===== src/rtl/valid_pipe_pkg.sv =====
// Shared sizing helpers and parameter legality checks for the valid_pipe FIFO.
package valid_pipe_pkg;

  function automatic int ptr_w(input int depth);
    return (depth > 1) ? $clog2(depth) : 1;
  endfunction

  function automatic int cnt_w(input int depth);
    return $clog2(depth + 1);
  endfunction

  // Storage must be a power of two so pointers wrap by plain overflow.
  function automatic bit depth_ok(input int depth);
    return (depth >= 2) && ((depth & (depth - 1)) == 0);
  endfunction

endpackage


===== src/rtl/valid_pipe_mem.sv =====
// Unreset DEPTH x DATA_W storage: one synchronous write port, one asynchronous read port.
module valid_pipe_mem
  import valid_pipe_pkg::*;
#(
  parameter int DATA_W = 8,
  parameter int DEPTH  = 4
) (
  input  logic                       clk_i,
  input  logic                       we_i,
  input  logic [ptr_w(DEPTH)-1:0]    waddr_i,
  input  logic [DATA_W-1:0]          wdata_i,
  input  logic [ptr_w(DEPTH)-1:0]    raddr_i,
  output logic [DATA_W-1:0]          rdata_o
);

  logic [DATA_W-1:0] mem_q [DEPTH];

  always_ff @(posedge clk_i) begin
    if (we_i) begin
      mem_q[waddr_i] <= wdata_i;
    end
  end

  assign rdata_o = mem_q[raddr_i];

endmodule


===== src/rtl/valid_pipe_fifo.sv =====
// Valid/ready FIFO with registered count and almost-full flag.
// Optional same-cycle bypass when empty: define VALID_PIPE_FIFO_BYPASS_EN.
module valid_pipe_fifo
  import valid_pipe_pkg::*;
#(
  parameter int DATA_W    = 8,
  parameter int DEPTH     = 4,
  parameter int AFULL_LVL = DEPTH - 1
) (
  input  logic                    clk,
  input  logic                    rst_n,
  input  logic                    flush,
  input  logic [DATA_W-1:0]       up_data,
  input  logic                    up_valid,
  output logic                    up_ready,
  output logic [DATA_W-1:0]       down_data,
  output logic                    down_valid,
  input  logic                    down_ready,
  output logic [cnt_w(DEPTH)-1:0] count,
  output logic                    afull
);

  localparam int PTR_W = ptr_w(DEPTH);
  localparam int CNT_W = cnt_w(DEPTH);
  localparam logic [CNT_W-1:0] FULL_C  = CNT_W'(DEPTH);
  localparam logic [CNT_W-1:0] AFULL_C = CNT_W'(AFULL_LVL);

  generate
    if (!depth_ok(DEPTH)) begin : g_bad_depth
      $error("valid_pipe_fifo: DEPTH must be a power of two >= 2");
    end
    if ((AFULL_LVL < 1) || (AFULL_LVL > DEPTH)) begin : g_bad_afull
      $error("valid_pipe_fifo: AFULL_LVL must be in 1..DEPTH");
    end
    if ((DATA_W < 1) || (DATA_W > 256)) begin : g_bad_width
      $error("valid_pipe_fifo: DATA_W must be in 1..256");
    end
  endgenerate

  logic [PTR_W-1:0]  wptr_q, wptr_d;
  logic [PTR_W-1:0]  rptr_q, rptr_d;
  logic [CNT_W-1:0]  count_q, count_d;
  logic [DATA_W-1:0] mem_rdata;
  logic              empty;
  logic              push;
  logic              pop;
  logic              bypass_take;
  logic              wr_en;
  logic              rd_adv;

  // Handshake: a beat transfers on a rising edge only when valid and ready are both
  // high; a valid beat holds its data until taken, and ready never looks at valid.
  assign empty    = (count_q == '0);
  assign up_ready = rst_n & (count_q < FULL_C) & ~flush;
  assign push     = up_valid & up_ready;

`ifdef VALID_PIPE_FIFO_BYPASS_EN
  assign down_valid  = rst_n & ~flush & (~empty | up_valid);
  assign down_data   = empty ? up_data : mem_rdata;
  // An empty FIFO handing the beat straight through stores nothing.
  assign bypass_take = empty & push & down_ready;
`else
  assign down_valid  = ~flush & ~empty;
  assign down_data   = mem_rdata;
  assign bypass_take = 1'b0;
`endif

  assign pop    = down_valid & down_ready;
  assign wr_en  = push & ~bypass_take;
  assign rd_adv = pop & ~bypass_take;

  always_comb begin
    wptr_d  = wptr_q;
    rptr_d  = rptr_q;
    count_d = count_q;
    if (flush) begin
      wptr_d  = '0;
      rptr_d  = '0;
      count_d = '0;
    end else begin
      if (wr_en) begin
        wptr_d = wptr_q + PTR_W'(1);
      end
      if (rd_adv) begin
        rptr_d = rptr_q + PTR_W'(1);
      end
      case ({wr_en, rd_adv})
        2'b10:   count_d = count_q + CNT_W'(1);
        2'b01:   count_d = count_q - CNT_W'(1);
        default: count_d = count_q;
      endcase
    end
  end

  always_ff @(posedge clk or negedge rst_n) begin
    if (!rst_n) begin
      wptr_q  <= '0;
      rptr_q  <= '0;
      count_q <= '0;
    end else begin
      wptr_q  <= wptr_d;
      rptr_q  <= rptr_d;
      count_q <= count_d;
    end
  end

  assign count = count_q;
  assign afull = (count_q >= AFULL_C);

  valid_pipe_mem #(
    .DATA_W (DATA_W),
    .DEPTH  (DEPTH)
  ) u_mem (
    .clk_i   (clk),
    .we_i    (wr_en),
    .waddr_i (wptr_q),
    .wdata_i (up_data),
    .raddr_i (rptr_q),
    .rdata_o (mem_rdata)
  );

endmodule

===== config.mk =====
export PLATFORM = sky130hd
export DESIGN_NAME = valid_pipe_fifo
export DESIGN_NICKNAME = d
export VERILOG_FILES = /design/src/rtl/valid_pipe_pkg.sv /design/src/rtl/valid_pipe_mem.sv /design/src/rtl/valid_pipe_fifo.sv
export SDC_FILE = /design/constraint.sdc
export NUM_CORES = 1
export LEC_CHECK = 0
export CAP_MARGIN = 0
export CORE_ASPECT_RATIO = 0.8
export CORE_MARGIN = 2
export CORE_UTILIZATION = 35
export CTS_BUF_LIST = sky130_fd_sc_hd__clkbuf_16
export CTS_CLUSTER_DIAMETER = 50
export DETAILED_ROUTE_END_ITERATION = 10
export PLACE_DENSITY_LB_ADDON = 0.12
export REMOVE_ABC_BUFFERS = 1
export SYNTH_ARGS = -nofsm -noshare
export SYNTH_HDL_FRONTEND = slang
export SYNTH_HIERARCHICAL = 1
export SYNTH_SLANG_ARGS = --single-unit

===== constraint.sdc =====
create_clock -name clk -period 2.1 [get_ports clk]
set_input_delay 0.42 -clock clk [delete_from_list [all_inputs] [get_ports clk]]
set_output_delay 0.42 -clock clk [all_outputs]
set_load 0.03 [all_outputs]

### Yosys cells after proc, flatten, opt, wreduce, memory -nomap -nowiden

Memories as Yosys holds them, arrays and structs flattened.
Index checks and enable logic that the tools add are counted.

| cells by class | value |
|---|---|
| order comparisons | 2 |
| bitwise gates (word level) | 7 |
| add/sub/neg operators | 4 |
| eq/ne operators | 2 |
| reduce and logical (&&, ||, !) cells | 4 |
| muxes and demuxes | 8 |

Operators by type and width:

| operator | number |
|---|---|
| $mux 2 | 4 |
| $pmux 3 s2 | 1 |
| $and 1x1->1 | 5 |
| $add 2x1->2 const B | 2 |
| $reduce_bool 2->1 | 2 |
| $add 3x1->3 const B | 1 |
| $ge 3x2->1 const B | 1 |
| $logic_not 3->1 | 1 |
| $lt 3x3->1 const B | 1 |
| $mux 3 | 1 |
| $reduce_bool 3->1 | 1 |
| $sub 3x1->3 const B | 1 |
| $eq 2x1->1 const B | 1 |
| $eq 2x2->1 const B | 1 |
| $mux 1 | 2 |
| $not 1->1 | 2 |

| storage, ports and cells | value |
|---|---|
| memories | 1 |
| bits in registers | 7 |
| input port bits | 13 |
| logic and storage cells | 31 |
| memory bits (writable) | 32 |
| output and inout port bits | 14 |

Memory list:

| memory | depth | width | rd ports | clocked after memory_dff | wr ports | RTL line | text |
|---|---|---|---|---|---|---|---|
| u_mem.mem_q | 4 | 8 | 1 | 0 | 1 | valid_pipe_mem.sv:16 | `logic [DATA_W-1:0] mem_q [DEPTH];` |

### Depth between registers and ports, before layout

Gate-level depths: netlist of run 1.

| logic depth | value |
|---|---|
| depth in word-level cells | 7 |
| gate-level depth with buffers | 8 |
| depth with buffers taken out | 6 |

### Modules after synthesis

Netlist of run 1, hierarchy kept.

By module, submodules not included:

| module | area an instance (um^2) | instances | cells each |
|---|---|---|---|
| valid_pipe_mem | 1188.6 | 1 | 46 |
| valid_pipe_fifo | 467.9 | 1 | 46 |

### Worst setup path before layout of run 1

No wires, ideal clock.

| timing path | value |
|---|---|
| path type | reg-to-reg |
| from | register count_q[2] (netlist: count[2]) |
| to | memory u_mem.mem_q[0][0], enable pin |
| library setup time | 385 ps |
| arrival time | 1834 ps |
| data required time | 1715 ps |
| setup slack | -120 ps |
| stages on the path, launching flop included | 5 |
| period minus slack after synthesis | 2220 ps |
| path through | dfrtp_1 buf_6 nor4bb_4 buf_6 nor3b_1 |

| between the ends | value |
|---|---|
| longest elaborated chain between the ends | 6 |

RTL lines:

| what | RTL line | text |
|---|---|---|
| from (decl) | valid_pipe_fifo.sv:42 | `logic [CNT_W-1:0] count_q, count_d;` |
| from (signal assigned) | valid_pipe_fifo.sv:103 | `count_q <= count_d;` |
| $lt 3x3->1 | valid_pipe_fifo.sv:54 | `assign up_ready = rst_n & (count_q < FULL_C) & ~flush;` |
| $and 1x1->1 (2 in series) | valid_pipe_fifo.sv:54 |  |
| $and 1x1->1 | valid_pipe_fifo.sv:55 | `assign push = up_valid & up_ready;` |
| net push | valid_pipe_fifo.sv:45 | `logic push;` |
| $mux 1 | valid_pipe_mem.sv:19 | `if (we_i) begin` |
| $mux 1 (implied by the code) | valid_pipe_mem.sv:20 | `mem_q[waddr_i] <= wdata_i;` |
| to (decl) | valid_pipe_mem.sv:16 |  |

The timed path passes the listed nets, and every way through them passes these cells.

### Final worst setup path of run 1

| timing path | value |
|---|---|
| from | register rptr_q[0] |
| to | output port down_data[3] |

| between the ends | value |
|---|---|
| longest elaborated chain between the ends | 1 |

RTL lines:

| what | RTL line | text |
|---|---|---|
| from (decl) | valid_pipe_fifo.sv:41 | `logic [PTR_W-1:0] rptr_q, rptr_d;` |
| from (signal assigned) | valid_pipe_fifo.sv:102 | `rptr_q <= rptr_d;` |
| $mem_v2 4x8 | n/a |  |
| to (decl) | valid_pipe_fifo.sv:16 | `output logic [DATA_W-1:0] down_data,` |

Every way passes these cells.

==> flow_metrics.py, run 1 <==
metrics = {
    "final_layout": {
        "fillers": 431,
        "antenna-diode-count": 0,
        "final_common_cell": "edfxtp_1",
        "num-nets-final": 156,
        "final_cell_mix": "32 x edfxtp_1, 25 x buf_4, 14 x clkdlybuf4s50_1",
        "multiInputGateArea_um2": 485,
        "fin_cells": 203,
        "drive_above_1_share_pct": 39.2,
        "seq_area_um2": 1140,
        "synthToLayoutAreaGrowth_pct": 35.1,
        "post-route-util_pct": 49.0,
    },
    "clocking": {
        "cts-root-buf": "clkbuf_16",
        "insertion_delay_ns": 0.27,
        "numCtsBuffers": 5,
        "holdBufCountCts": 0,
        "clk_pin_slew_ns": 0.05,
        "cts.sink_count": 39,
        "cts.path.max_buffers": 2,
        "cts_tree": "done",
        "h-tree-depth": 2,
    },
    "power_and_ir_drop": {
        "vdd_drop_max_mv": 0.544,
        "p_seq_share_pct": 48.1,
        "leakage_nw": 0.858,
        "p_sw_mw": 0.405,
        "power_density_nw_per_um2": 811,
        "internal_power_mw": 1.41,
        "swShare_pct": 22.3,
        "combPwrFrac_pct": 14.4,
        "power_frac_clock_pct": 37.6,
    },
    "route": {
        "vias": 957,
        "wl_per_cell_um": 15.3,
        "wirelength_um": 3110,
        "top_layer": "met4",
        "via_per_inst": 4.71,
        "drtAntennaViolNets": 0,
        "drt_iter0_markers": 44,
        "drtPass1Iterations": 3,
        "wl_met2_um": 1550,
        "wl_met3_um": 129,
        "drt-met1-wl_um": 1400,
        "drc": 0,
    },
    "yosys": {
        "ys_ff_latch": 39,
        "syn_inst": 92,
        "async_flop_share_pct": 17.9,
        "synthFlopType": "edfxtp_1",
        "ys_warn_count": 6,
        "yosys.cell_types.count": 28,
        "postSynthAreaPerCell_um2": 18.0,
        "yosysSeqAreaShare_pct": 68.6,
        "netlist_area_um2": 1660,
        "synth-edff-count": 32,
    },
    "sta": {
        "setup_viol": 0,
        "period_share_pct": 96.8,
        "finalClockSkew_ns": 0.00321,
        "fmax_ghz": 0.492,
        "hold_viol_final": 0,
        "relSlewSlack_pct": 75.4,
        "tns_ns": 0,
        "rsz0062_at_grt": "yes",
        "drv_slew": 0,
        "period_needed_ns": 2.03,
        "worst_slew_pin_slew_ns": 0.367,
    },
    "grt": {
        "antenna_found_initial": 0,
        "grt_pass1_wl_um": 5050,
        "grt_pass1_vias": 1030,
        "grt-ovfl-total": 0,
        "grt_max_degree": 15,
        "grtUsageTotal_pct": 13.4,
    },
    "floorplanning": {
        "core_area_um2": 4570,
        "fp.dieArea_um2": 5300,
        "die_h_um": 65.5,
        "row_count": 22,
        "die_x_um": 80.9,
        "initial_utilization_pct": 36.3,
        "ios": 27,
    },
    "worst_setup_path": {
        "cp.required_ns": 1.68,
        "worstSetupEndpointType": "primary output",
        "critPathKind": "reg -> out",
        "path_max_fanout": 4,
        "path_buf_inv": 2,
        "crit_family": "multiplexers",
        "crit_chain": "buf_4, mux4_2, clkdlybuf4s15_2",
        "cp-start-kind": "flip-flop",
        "cp_slowest_cell": "mux4_2",
        "critPathArrivalTime_ns": 1.61,
        "slowest_delay_ns": 0.49,
    },
    "placement": {
        "gp_congestion": 0.839,
        "dp_hpwl_um": 2310,
        "placed_cells": 195,
        "portBuffers": 26,
    },
    "min_path": {
        "hp-class": "in -> async",
    },
    "run_status": {
        "outcome": "complete, no violations",
    },
    "run": {
        "cap_violations": 0,
    },
}
[registers in the layout, indices dropped and copies added, names as in the netlist]
name / cells
rptr_q: 2
count: 3
u_mem/mem_q: 32
wptr_q: 2
[cells in the mapped netlist (2+ instances only)]
master / number / area, um2
edfxtp_1: 32 / 961
nor2_1: 9 / 33.8
mux4_2: 8 / 180
dfrtp_1: 7 / 175
buf_6: 4 / 45.0
nor3b_1: 3 / 22.5
a21o_2: 2 / 17.5
and3b_1: 2 / 17.5
inv_1: 2 / 7.51
nand2b_1: 2 / 12.5
nor3_1: 2 / 10.0
xnor2_1: 2 / 17.5
xor2_1: 2 / 17.5
[through the flow]
step	power, mW	worst slack, ns	cell area [um2]	hold WS, ns
2_1_floorplan	1.03	-0.234	1610	0.124
3_3_place_gp	1.15	-0.213	2100	0.581
6_report	1.81	0.0662	2240	0.461
4_1_cts	1.84	0.00669	2240	0.459
3_5_place_dp	1.16	-0.268	2100	0.598
5_1_grt	1.90	-0.0103	2240	0.477
[path summary, 6_finish.rpt]
| kind | end | from | slack, ns | depth (start not counted) |
|---|---|---|---|---|
| min | count[0] | rst_n | 0.46 | 2 |
| min in group clk | count[0] | flush | 0.60 | 3 |
| min reg2reg | wptr_q[1] | wptr_q[1] | 0.61 | 2 |
| max reg2reg | count[2] | count[2] | 0.17 | 6 |
| max | down_data[3] | rptr_q[0] | 0.07 | 3 |
| max in group asynchronous | count[2] | rst_n | 1.50 | 2 |
[metal layers]
metal | global-route usage, % | vias to the layer above
met5 | 0 | -
met4 | 5.72 | 0
met3 | 4.12 | 5
met2 | 20.8 | 16
met1 | 17.3 | 479
li1 | - | 457
[kinds of logic (layout without fill, tap and decap cells)]
| family | count (synthesis) | after routing | share of synthesized area (%) |
|---|---|---|---|
| AOI/OAI and AO/OA | 8 | 8 | 3.93 |
| xor gates and xnor gates | 4 | 4 | 2.12 |
| adders and majority gates | 1 | 1 | 1.21 |
| buffers and inverters | 7 | 58 | 3.47 |
| DFF | 39 | 39 | 68.6 |
| muxes | 9 | 9 | 11.6 |
| and+or+nand+nor | 24 | 24 | 9.14 |
[repair_timing]
item,4_1_cts,5_1_grt
pin swaps,0,1
setup buffers,0,0
endpoints found under the setup margin,8,7
resized for setup,20,14
cloned,0,0
[power groups by stage]
stage / sequential [mW] / combinational, mW / clock, mW
floorplan: 0.904 / 0.122 / 0
global placement: 0.886 / 0.268 / 0
detailed placement: 0.887 / 0.271 / 0
CTS: 0.872 / 0.265 / 0.702
global route: 0.874 / 0.284 / 0.744
finish: 0.872 / 0.260 / 0.681
[layout make-up]
cell class	count	area share, %
clock inverters	3	0.503
flip-flops and latches	39	50.8
clock buffers	5	5.59
inverters	2	0.335
well taps	60	3.35
multi-input cells	46	21.7
repair buffers	48	17.7
No activity file was read; power rests on OpenSTA's default activity.
==> inputs of run 2 (changes only) <==
CORE_MARGIN = default   (was 2)
GPL_TIMING_DRIVEN = 1   (was default)
==> run 2 against run 1 <==
  * Sequential power about the same
  * Clock skew fell by 0.0020 ns
  * Cell area up 0.78%
  * Total power rose by 7.5%
  * Count of clock-buffer cells in the layout unchanged
  * Clock power increased by 19%
  * Core utilization grew 2.7 points
  * Register-to-register slack barely moved
  * First-iteration DRC count grew 23%
  * Fmax down 0.66%
  * Worst setup slack lost 0.014 ns
  * Final cell count decreased by 4.4%
  * Critical path type unchanged
==> flow_metrics.py, run 2 (synthesis gave the netlist of run 1 again) <==
metrics = {
    "run_status": {
        "outcome": "complete, no violations",
    },
    "clocking": {
        "postCtsSetupRepairBufs": 0,
        "cts_tree": "done",
        "clk_pin_slew_ns": 0.05,
        "cts.sink_count": 39,
        "insertion_delay_ns": 0.27,
        "h-tree-depth": 2,
        "numCtsBuffers": 5,
        "cts.path.max_buffers": 2,
        "cts-root-buf": "clkbuf_16",
    },
    "sta": {
        "period_needed_ns": 2.05,
        "period_share_pct": 97.5,
        "hold_viol_final": 0,
        "setup_viol": 0,
        "worst_slack_ns": 0.0527,
        "hold_slack_ns": 0.468,
        "finalClockSkew_ns": 0.00125,
        "worst_slew_pin_slew_ns": 0.378,
        "fmax_ghz": 0.488,
        "tns_ns": 0,
        "rsz0062_at_grt": "yes",
        "relSlewSlack_pct": 74.6,
        "drv_slew": 0,
    },
    "worst_setup_path": {
        "critPathKind": "reg -> out",
        "crit_chain": "buf_4, buf_4, mux4_2, buf_4",
        "r2r-start": "count[2]",
        "worstSetupEndpointType": "primary output",
        "cp-start-kind": "flip-flop",
        "startpoint": "rptr_q[0]",
        "cp_slowest_cell": "mux4_2",
        "crit_family": "multiplexers",
        "slowest_delay_ns": 0.49,
        "reg2reg_depth": 6,
        "critPathArrivalTime_ns": 1.63,
        "path_max_fanout": 3,
        "path_buf_inv": 3,
        "cp.required_ns": 1.68,
        "path_depth": 4,
        "crit_top_cell": "buf_4",
        "reg2reg_slack_ns": 0.17,
    },
    "run": {
        "cap_violations": 0,
    },
    "route": {
        "drt_iter0_markers": 54,
        "wirelength_um": 3030,
        "top_layer": "met4",
        "wl_per_cell_um": 15.6,
        "wl_met2_um": 1460,
        "drc": 0,
        "drtPass1Iterations": 4,
        "vias": 919,
        "wl_met3_um": 128,
        "drtAntennaViolNets": 0,
        "drt-met1-wl_um": 1420,
        "via_per_inst": 4.74,
    },
    "placement": {
        "place_ws_ns": -0.288,
        "dp_hpwl_um": 2160,
        "gp_congestion": 0.747,
        "portBuffers": 26,
    },
    "power_and_ir_drop": {
        "power_mw": 1.95,
        "power_frac_clock_pct": 41.6,
        "p_seq_share_pct": 44.7,
        "leakage_nw": 0.830,
        "swShare_pct": 21.1,
        "internal_power_mw": 1.54,
        "vdd_drop_max_mv": 0.489,
        "p_sw_mw": 0.411,
        "power_density_nw_per_um2": 865,
        "combPwrFrac_pct": 13.7,
    },
    "final_layout": {
        "largest_reg_flops": 32,
        "regMostFlops": "u_mem/mem_q",
        "num-nets-final": 150,
        "synthToLayoutAreaGrowth_pct": 36.2,
        "drive_above_1_share_pct": 38.0,
        "final_common_cell": "edfxtp_1",
        "fillers": 378,
        "final_cell_mix": "32 x edfxtp_1, 16 x clkdlybuf4s50_1, 16 x buf_4",
        "antenna-diode-count": 0,
        "post-route-util_pct": 51.7,
    },
    "floorplanning": {
        "die_x_um": 78.9,
        "fp.dieArea_um2": 5010,
        "die_h_um": 63.5,
        "initial_utilization_pct": 38.0,
        "ios": 27,
        "row_count": 21,
        "core_area_um2": 4360,
    },
    "grt": {
        "grt_pass1_wl_um": 5010,
        "grt_pass1_vias": 1010,
        "antenna_found_initial": 0,
        "grt_max_degree": 15,
        "grt-ovfl-total": 0,
        "grtUsageTotal_pct": 13.9,
    },
    "min_path": {
        "hp-class": "in -> async",
    },
}
## run 2: final timing paths
| kind | end |
|---|---|
| setup / recovery | down_data[1] |
| hold / removal | count[0] |
| setup reg to reg | count[2] |
| hold reg to reg | wptr_q[1] |
| max in group asynchronous | rptr_q[1] |
| min in group clk | wptr_q[1] |
## run 2: per-stage QoR
stage	instances	area (um2)
6_report	194	2260
5_1_grt	194	2260
4_1_cts	194	2260
3_5_place_dp	186	2090
3_3_place_gp	186	2090
2_1_floorplan	87	1610
## run 2: layer usage
layer | vias up | GRT usage, %
met5 | - | 0
met4 | 0 | 4.77
met2 | 16 | 22.7
li1 | 447 | -
met1 | 454 | 17.6
met3 | 2 | 4.20
## run 2: final cells by class
class | instances | area (um2) | share of cell area (%)
tap | 57 | 71.3 | 3.16
multi-input combinational | 46 | 483 | 21.4
sequential | 39 | 1140 | 50.4
inverter | 2 | 7.51 | 0.333
clock inverter | 3 | 38.8 | 1.72
clock buffer | 5 | 125 | 5.55
timing repair buffer | 42 | 394 | 17.5
## run 2: timing repair
item | 4_1_cts | 5_1_grt
setup endpoints to repair | 8 | 7
pin swaps | 0 | 1
resized for setup | 18 | 7
gates cloned | 0 | 0
hold buffers | 0 | 0
## run 2: power by group through the flow
stage	registers, mW	clock network (mW)	logic [mW]
after floorplan	0.904	0	0.122
after global placement	0.886	0	0.268
after detailed placement	0.887	0	0.272
after CTS	0.871	0.835	0.270
after global routing	0.874	0.865	0.287
final	0.872	0.812	0.267
==> inputs of run 3 (changes only) <==
CAP_MARGIN = default   (was 0)
GPL_TIMING_DRIVEN = default   (was 1)
==> results of run 3 <==
Same layout as run 2: the final DEF is identical, and so are final timing and power.
